--- src/rtl/mem_arbiter.sv ---
// Round-robin arbiter sharing one single-port word memory between an instruction-fetch
// port (I) and a load/store port (D); one registered response per accepted access.
module mem_arbiter #(
  parameter int MEM_WORDS = 1024,
  parameter int AW        = 32
) (
  input  logic          clk,
  input  logic          rst,
  input  logic          i_req,
  input  logic [AW-1:0] i_addr,
  output logic          i_gnt,
  output logic          i_rvalid,
  output logic [31:0]   i_rdata,
  output logic          i_err,
  input  logic          d_req,
  input  logic          d_we,
  input  logic [AW-1:0] d_addr,
  input  logic [31:0]   d_wdata,
  output logic          d_gnt,
  output logic          d_rvalid,
  output logic [31:0]   d_rdata,
  output logic          d_err,
  output logic          mem_read,
  output logic          mem_write,
  output logic [31:0]   mem_addr,
  output logic [31:0]   mem_wdata,
  input  logic [31:0]   mem_rdata,
  output logic          busy
);

  typedef enum logic [1:0] {IDLE, ACCESS, RESP} state_t;
  typedef enum logic {PORT_I, PORT_D} port_t;

  state_t        state, state_nxt;
  port_t         last, win, pick;
  logic          we_q;
  logic [AW-1:0] addr_q;
  logic [31:0]   wdata_q;
  logic [31:0]   rdata_q;
  logic          err_q;
  logic [AW-1:0] idx;
  logic          acc_err;

  // The whole byte address takes part in the range check, so high bits never alias.
  assign idx     = addr_q >> 2;
  assign acc_err = (addr_q[1:0] != 2'b00) || (idx >= AW'(MEM_WORDS));

  // A tie goes to the port that did not win the previous tie.
  always_comb begin
    if (i_req && d_req) pick = (last == PORT_D) ? PORT_I : PORT_D;
    else if (i_req)     pick = PORT_I;
    else                pick = PORT_D;
  end

  // NOTE: state registers use non-blocking assignments so every flop samples
  // pre-edge values regardless of statement order.
  always_ff @(posedge clk) begin
    if (rst) begin
      state   <= IDLE;
      last    <= PORT_D;
      win     <= PORT_I;
      we_q    <= 1'b0;
      addr_q  <= '0;
      wdata_q <= '0;
      rdata_q <= '0;
      err_q   <= 1'b0;
    end else begin
      state <= state_nxt;
      case (state)
        IDLE: if (i_req || d_req) begin
          win <= pick;
          if (i_req && d_req) last <= pick;
          if (pick == PORT_I) begin
            we_q    <= 1'b0;
            addr_q  <= i_addr;
            wdata_q <= '0;
          end else begin
            we_q    <= d_we;
            addr_q  <= d_addr;
            wdata_q <= d_wdata;
          end
        end
        ACCESS: begin
          err_q   <= acc_err;
          rdata_q <= (acc_err || we_q) ? 32'h0 : mem_rdata;
        end
        default: ;
      endcase
    end
  end

  // NOTE: every output of this block gets a default first, so no path leaves a
  // signal unassigned and no latch is inferred.
  always_comb begin
    state_nxt = state;
    i_gnt     = 1'b0;
    d_gnt     = 1'b0;
    i_rvalid  = 1'b0;
    d_rvalid  = 1'b0;
    i_rdata   = '0;
    d_rdata   = '0;
    i_err     = 1'b0;
    d_err     = 1'b0;
    mem_read  = 1'b0;
    mem_write = 1'b0;
    mem_addr  = '0;
    mem_wdata = '0;
    busy      = (state != IDLE);
    case (state)
      IDLE: if (i_req || d_req) state_nxt = ACCESS;
      ACCESS: begin
        state_nxt = RESP;
        i_gnt     = (win == PORT_I);
        d_gnt     = (win == PORT_D);
        if (!acc_err) begin
          mem_addr  = 32'(idx);
          mem_read  = !we_q;
          mem_write = we_q && !rst;
          mem_wdata = wdata_q;
        end
      end
      RESP: begin
        state_nxt = IDLE;
        if (win == PORT_I) begin
          i_rvalid = 1'b1;
          i_rdata  = rdata_q;
          i_err    = err_q;
        end else begin
          d_rvalid = 1'b1;
          d_rdata  = rdata_q;
          d_err    = err_q;
        end
      end
      default: state_nxt = IDLE;
    endcase
  end

endmodule
--- config.mk ---
export PLATFORM = sky130hd
export DESIGN_NAME = mem_arbiter
export DESIGN_NICKNAME = d
export VERILOG_FILES = /design/src/rtl/mem_arbiter.sv
export SDC_FILE = /design/constraint.sdc
export NUM_CORES = 1
export LEC_CHECK = 0
export ABC_AREA = 1
export CELL_PAD_IN_SITES_DETAIL_PLACEMENT = 0
export CELL_PAD_IN_SITES_GLOBAL_PLACEMENT = 2
export CORE_MARGIN = 4
export CORE_UTILIZATION = 21
export DETAILED_ROUTE_END_ITERATION = 6
export GPL_ROUTABILITY_DRIVEN = 0
export PLACE_DENSITY_LB_ADDON = 0.12
export SLEW_MARGIN = 20
export SYNTH_ARGS = -nofsm -noshare
export SYNTH_HDL_FRONTEND = slang
export SYNTH_SLANG_ARGS = --single-unit
export TNS_END_PERCENT = 50
--- constraint.sdc ---
create_clock -name clk -period 2.9 [get_ports clk]
set_clock_uncertainty 0.2 [all_clocks]
set_input_delay 0.58 -clock clk [delete_from_list [all_inputs] [get_ports clk]]
set_output_delay 0.58 -clock clk [all_outputs]
set_load 0.05 [all_outputs]
==> out/metrics.cfg, run 1 <==
[placement]
portBuffers = 247
dpl_worst_slack_ns = 0.397
hpwl_um = 13300
placed_cell_area_um2 = 8780

[die]
die_height_um = 161
die_width_um = 161
die-area_um2 = 25900
rows = 55
num_io_pins = 270
start_util = 0.215
core-area_um2 = 22800

[route]
antenna_left = 0
finalWirelength_um = 18200
num_vias = 5111
routed_via_density = 4.01
drtIter0Drc = 255
drc = 0
dr.pass1.iters = 4
wire_per_inst_um = 14.3

[status]
status = completed

[synthesis]
synth_area_leader_cell = dfxtp_1
synth_seq_area_share = 0.415
syn_inst = 734
yosysUniqueCellTypes = 25
synth.cell_area_um2 = 4920
ys_seq_elements = 102
synth_common_cells = nand2_1 (169), nor2_1 (120), dfxtp_1 (102)
synth_top_flop_cell = dfxtp_1
synth_top_cell_area_share = 0.415
synth_area_leaders = dfxtp_1 (41%), nand2_1 (13%), nor2_1 (9.2%), a21oi_1 (6.7%), inv_1 (6.2%)
syn_area_per_cell_um2 = 6.70
yosys_warnings = 0
yosys.cell_count.top_type = nand2_1
synth_edf_count = 0
synthArstFlopShare = 0

[timing]
rsz0062_at_grt = true
worst_pin_slew_ns = 0.782
whs_ns = 0.244
setup_slack_ns = 0.0694
hold_viol_final = 0
finalSetupViolCount = 0
min_period_ns = 2.83
final_max_slew_viol_count = 0
clock.fmax_mhz = 353
maxSlewHeadroom = 0.479
post-route-period-util = 0.976

[worst_hold_path]
hold_end = state[1]
hold_path_depth = 2
worstHoldPathType = in -> reg
holdCritStartpoint = rst

[clocking]
path_clk_slew_ns = 0.07
cts_setup_buffers = 0
cts_sinks = 102
clk_path_buf_depth = 2
root_buffer = clkbuf_16
clkLatencyLatePin_ns = 0.34
cts_hold_buffers = 0
htreeDepth = 3
cts_buffers = 9
cts_tree = done

[critical_path]
cp_max_fo = 43
r2r-end = rdata_q[14]
end_kind = primary output
reg2reg_from = state[0]
worstRegToRegCells = 8
worstSetupPathType = reg -> out
ff2ff_setup_slack_ns = 1.03
arrival_ns = 2.05
start_kind = flip-flop
cp.required_ns = 2.12

[global_route]
antenna_found_initial = 0
grt_pass1_wl_um = 28500
grt_overflow_total = 0
grt_max_degree = 67
grt_pass1_vias = 4922
grt_util_all_layers = 0.137

[finish]
diodes = 0
stdcell_area_um2 = 9110
drive_gt1_frac = 0.236
syn_to_final_growth_pct = 85.2
ff_latch_area_um2 = 2040
fin_nets = 1090
final_util = 0.399
multiInputGateArea_um2 = 2360
fillers = 2356

[power_and_ir_drop]
power_mw = 3.51
p_per_area_nw_per_um2 = 385
p_leak_nw = 3.25
vdd_drop_max_uv = 269

[flow_run]
maxCapViolCount = 0

## worst max-delay path by stage
stage	start	end	slack, ns	cells past startpoint
detailed placement	addr_q[20]	mem_write	0.40	8
finish	addr_q[31]	mem_read	0.07	7
global route	addr_q[18]	mem_read	-0.11	8
floorplan	state[1]	d_rdata[10]	-0.12	7
CTS	addr_q[20]	mem_read	-0.002	8
global placement	addr_q[31]	mem_write	0.40	7
## worst max-delay path: stages, from the launching register on
cell,delay (ns)
dfxtp_1,0.31
or2_1,0.22
nor2_1,0.13
nand2_2,0.10
nor2_8,0.11
nand2_4,0.30
nor2_1,0.33
buf_12,0.18
## registers in the layout, summed over array words and instances (netlist names)
| signal | cells |
|---|---|
| we_q | 1 |
| state | 2 |
| win | 1 |
| addr_q | 32 |
| last | 1 |
| rdata_q | 32 |
| wdata_q | 32 |
| err_q | 1 |
## power breakdown
group	switching, mW	leakage, nW	internal [mW]
Combinational	0.371	2.26	0.269
Sequential	0.0405	0.834	1.49
Clock	0.545	0.155	0.801
## layer usage
metal | routed length, µm | part of all wire | GRT usage | up-vias
met3 | 1370 | 0.075 | 0.0436 | 11
met4 | 166 | 0.0091 | 0.0302 | 0
met1 | 8540 | 0.47 | 0.186 | 2236
met2 | 8180 | 0.45 | 0.214 | 179
met5 | 0 | 0 | 0 | -
li1 | - | - | - | 2685
## stage by stage
stage          std cells  TNS (ns)
2_1_floorplan        755     -7.67
3_3_place_gp        1259         0
3_5_place_dp        1259         0
4_1_cts             1274  -0.00218
5_1_grt             1274     -3.43
6_report            1274         0
## final cells by class
cell class,instances,area share
clock inverters,3,0.00741
multi-input cells,497,0.259
clock buffers,12,0.0281
inverters,86,0.0354
flip-flops and latches,102,0.224
repair buffers,261,0.403
well taps,313,0.0430
## layout by cell type, fill, tap and decap left out, types with 33 or more instances in the layout
| cell | count |
|---|---|
| a21oi_1 | 66 |
| nor2_2 | 75 |
| nand2_1 | 169 |
| inv_1 | 81 |
| nor2_1 | 56 |
| dfxtp_1 | 102 |
| o21ai_0 | 33 |
| clkdlybuf4s50_1 | 133 |
| buf_12 | 110 |
## cell families (layout without fill, tap and decap cells)
family | count (synthesis) | in the layout | synth area share
buffers and inverters | 156 | 362 | 0.154
DFF | 102 | 102 | 0.415
AOI/OAI and AO/OA | 133 | 133 | 0.144
and+or+nand+nor | 342 | 342 | 0.286
other | 1 | 22 | 0.000762
## what timing repair did
| item | 4_1_cts | 5_1_grt |
|---|---|---|
| gates resized for setup | 0 | 5 |
| setup endpoints to repair | 1 | 48 |
| cloned | 0 | 0 |
| pin swaps | 0 | 0 |
No activity file was read; power rests on OpenSTA's default activity.
==> inputs of run 2 (changes only) <==
--- a/config.mk
+++ b/config.mk
@@ -13,6 +13,7 @@
 export DETAILED_ROUTE_END_ITERATION = 6
 export GPL_ROUTABILITY_DRIVEN = 0
 export PLACE_DENSITY_LB_ADDON = 0.12
+export REMOVE_ABC_BUFFERS = 1
 export SLEW_MARGIN = 20
 export SYNTH_ARGS = -nofsm -noshare
 export SYNTH_HDL_FRONTEND = slang
==> run 2 against run 1 <==
  * First-iteration DRC count is 24% lower
  * Sequential power about the same
  * Cell count hardly changed
  * Design area fell by 2.0%
  * Setup slack improved by 0.073 ns
  * Largest cell class unchanged
  * Sequential share of layout area up 0.45 points
  * Clock power is 14% lower
  * Register-to-register slack improved by 0.05 ns
  * Critical path depth fell by 2
==> out/metrics.cfg, run 2 (synthesized netlist as in run 1, its figures left out) <==
[critical_path]
cp_num_cells = 5
cp.required_ns = 2.12
r2r-end = rdata_q[25]
ff2ff_setup_slack_ns = 1.08
cp_top_family = buffers and inverters
end_kind = primary output
start_kind = flip-flop
crit_path_cell_trace = inv_2, nor2_1, inv_1, nor2_1, clkdlybuf4s50_1
setup.worst_path.start = state[1]
arrival_ns = 1.98
crit_buf_inv = 3
worstRegToRegCells = 7
reg2reg_from = state[0]
cpMostUsedCell = nor2_1
cp_slowest_cell = clkdlybuf4s50_1
critical_path.max_stage_delay_ns = 0.87
crit_path_end = i_rvalid
worstSetupPathType = reg -> out
cp_max_fo = 3

[die]
die-area_um2 = 25900
rows = 55
die_height_um = 161
num_io_pins = 270
core-area_um2 = 22800
die_width_um = 161
start_util = 0.215

[clocking]
htreeDepth = 3
path_clk_slew_ns = 0.07
cts_setup_buffers = 0
cts_hold_buffers = 0
cts_tree = done
root_buffer = clkbuf_16
cts_sinks = 102
clk_path_buf_depth = 2
cts_buffers = 9
clkLatencyLatePin_ns = 0.35

[timing]
hold_viol_final = 0
post-route-period-util = 0.951
worst_pin_slew_ns = 0.780
clock.fmax_mhz = 363
maxSlewHeadroom = 0.480
finalSetupViolCount = 0
min_period_ns = 2.76
rsz0062_at_grt = true
final_max_slew_viol_count = 0
whs_ns = 0.260

[power_and_ir_drop]
seq_power_share = 0.459
p_per_area_nw_per_um2 = 372
p_clk_frac = 0.349
intPower_mw = 2.34
vdd_drop_max_uv = 244
p_leak_nw = 3.21
pwr-share-comb = 0.192
switching_share = 0.296
netSwitchingPower_mw = 0.982

[global_route]
grt_overflow_total = 0
grt_max_degree = 67
antenna_found_initial = 0
grt_pass1_vias = 5164
grt_util_all_layers = 0.138
grt_pass1_wl_um = 28700

[placement]
hpwl_um = 13100
portBuffers = 247

[route]
antenna_left = 0
wire_per_inst_um = 14.4
drc = 0
finalWirelength_um = 18400
num_vias = 5142
dr.pass1.iters = 6
routed_via_density = 4.04
drtIter0Drc = 194

[finish]
layout_common_cells = nand2_1 (169), clkdlybuf4s50_1 (134), nor2_1 (117)
fin_nets = 1088
drive_gt1_frac = 0.173
final_util = 0.391
top_regs = addr_q x32, rdata_q x32, wdata_q x32
syn_to_final_growth_pct = 81.6
diodes = 0
mostFrequentLayoutCell = nand2_1

[status]
status = completed

[worst_hold_path]
worstHoldPathType = in -> reg

[flow_run]
maxCapViolCount = 0

## run 2: cell types whose count changed in the layout (fill, tap and decap cells not counted), sizes merged
cell | before | now
clkbuf | 12 | 9
clkinv | 0 | 5
buf | 127 | 125
inv | 86 | 87
bufinv | 2 | 0
clkdlybuf4s50 | 133 | 134
dlymetal6s2s | 1 | 0
## run 2: power groups by stage
stage | Combinational (mW) | Clock (mW) | Sequential, mW
floorplan | 0.317 | 0 | 1.55
global placement | 0.649 | 0 | 1.56
detailed placement | 0.647 | 0 | 1.56
CTS | 0.651 | 1.22 | 1.53
global route | 0.707 | 1.27 | 1.54
finish | 0.637 | 1.16 | 1.53
## run 2: per-layer routing
layer / share of wire / GRT usage / vias up
met1: 0.46 / 0.179 / 2275
met3: 0.064 / 0.0332 / 11
met2: 0.46 / 0.231 / 172
met4: 0.010 / 0.0361 / 0
met5: 0 / 0 / -
li1: - / - / 2684
## run 2: final cells by class
| type | instances | area (µm²) |
|---|---|---|
| multi-input cells | 497 | 2220 |
| repair buffers | 259 | 3690 |
| inverters | 86 | 323 |
| fillers | 2373 | 13900 |
| clock inverters | 7 | 48.8 |
| clock buffers | 9 | 225 |
| well taps | 313 | 392 |
| flip-flops and latches | 102 | 2040 |
## run 2: through the flow
step / power, mW / std cells / setup TNS [ns] / worst slack, ns / area, µm²
2_1_floorplan: 1.86 / 685 / -49.83 / -0.527 / 4560
5_1_grt: 3.51 / 1273 / -0.0285 / -0.0119 / 8940
4_1_cts: 3.40 / 1273 / 0 / 0.0827 / 8930
6_report: 3.32 / 1273 / 0 / 0.142 / 8940
3_3_place_gp: 2.21 / 1257 / 0 / 0.418 / 8640
3_5_place_dp: 2.21 / 1257 / 0 / 0.367 / 8640
## run 2: timing repair
action,CTS,global route
pin swaps,0,0
resized for setup,3,3
setup endpoints to repair,23,3
## run 2: worst min path at each step
stage / startpoint / to / slack (ns) / depth (start not counted)
5_1_grt: rst / state[1] / 0.26 / 2
3_3_place_gp: wdata_q[9] / wdata_q[9] / 0.25 / 2
4_1_cts: rst / state[1] / 0.25 / 2
3_5_place_dp: wdata_q[15] / wdata_q[15] / 0.26 / 2
2_1_floorplan: rdata_q[0] / rdata_q[0] / 0.24 / 2
6_report: rst / state[1] / 0.26 / 2
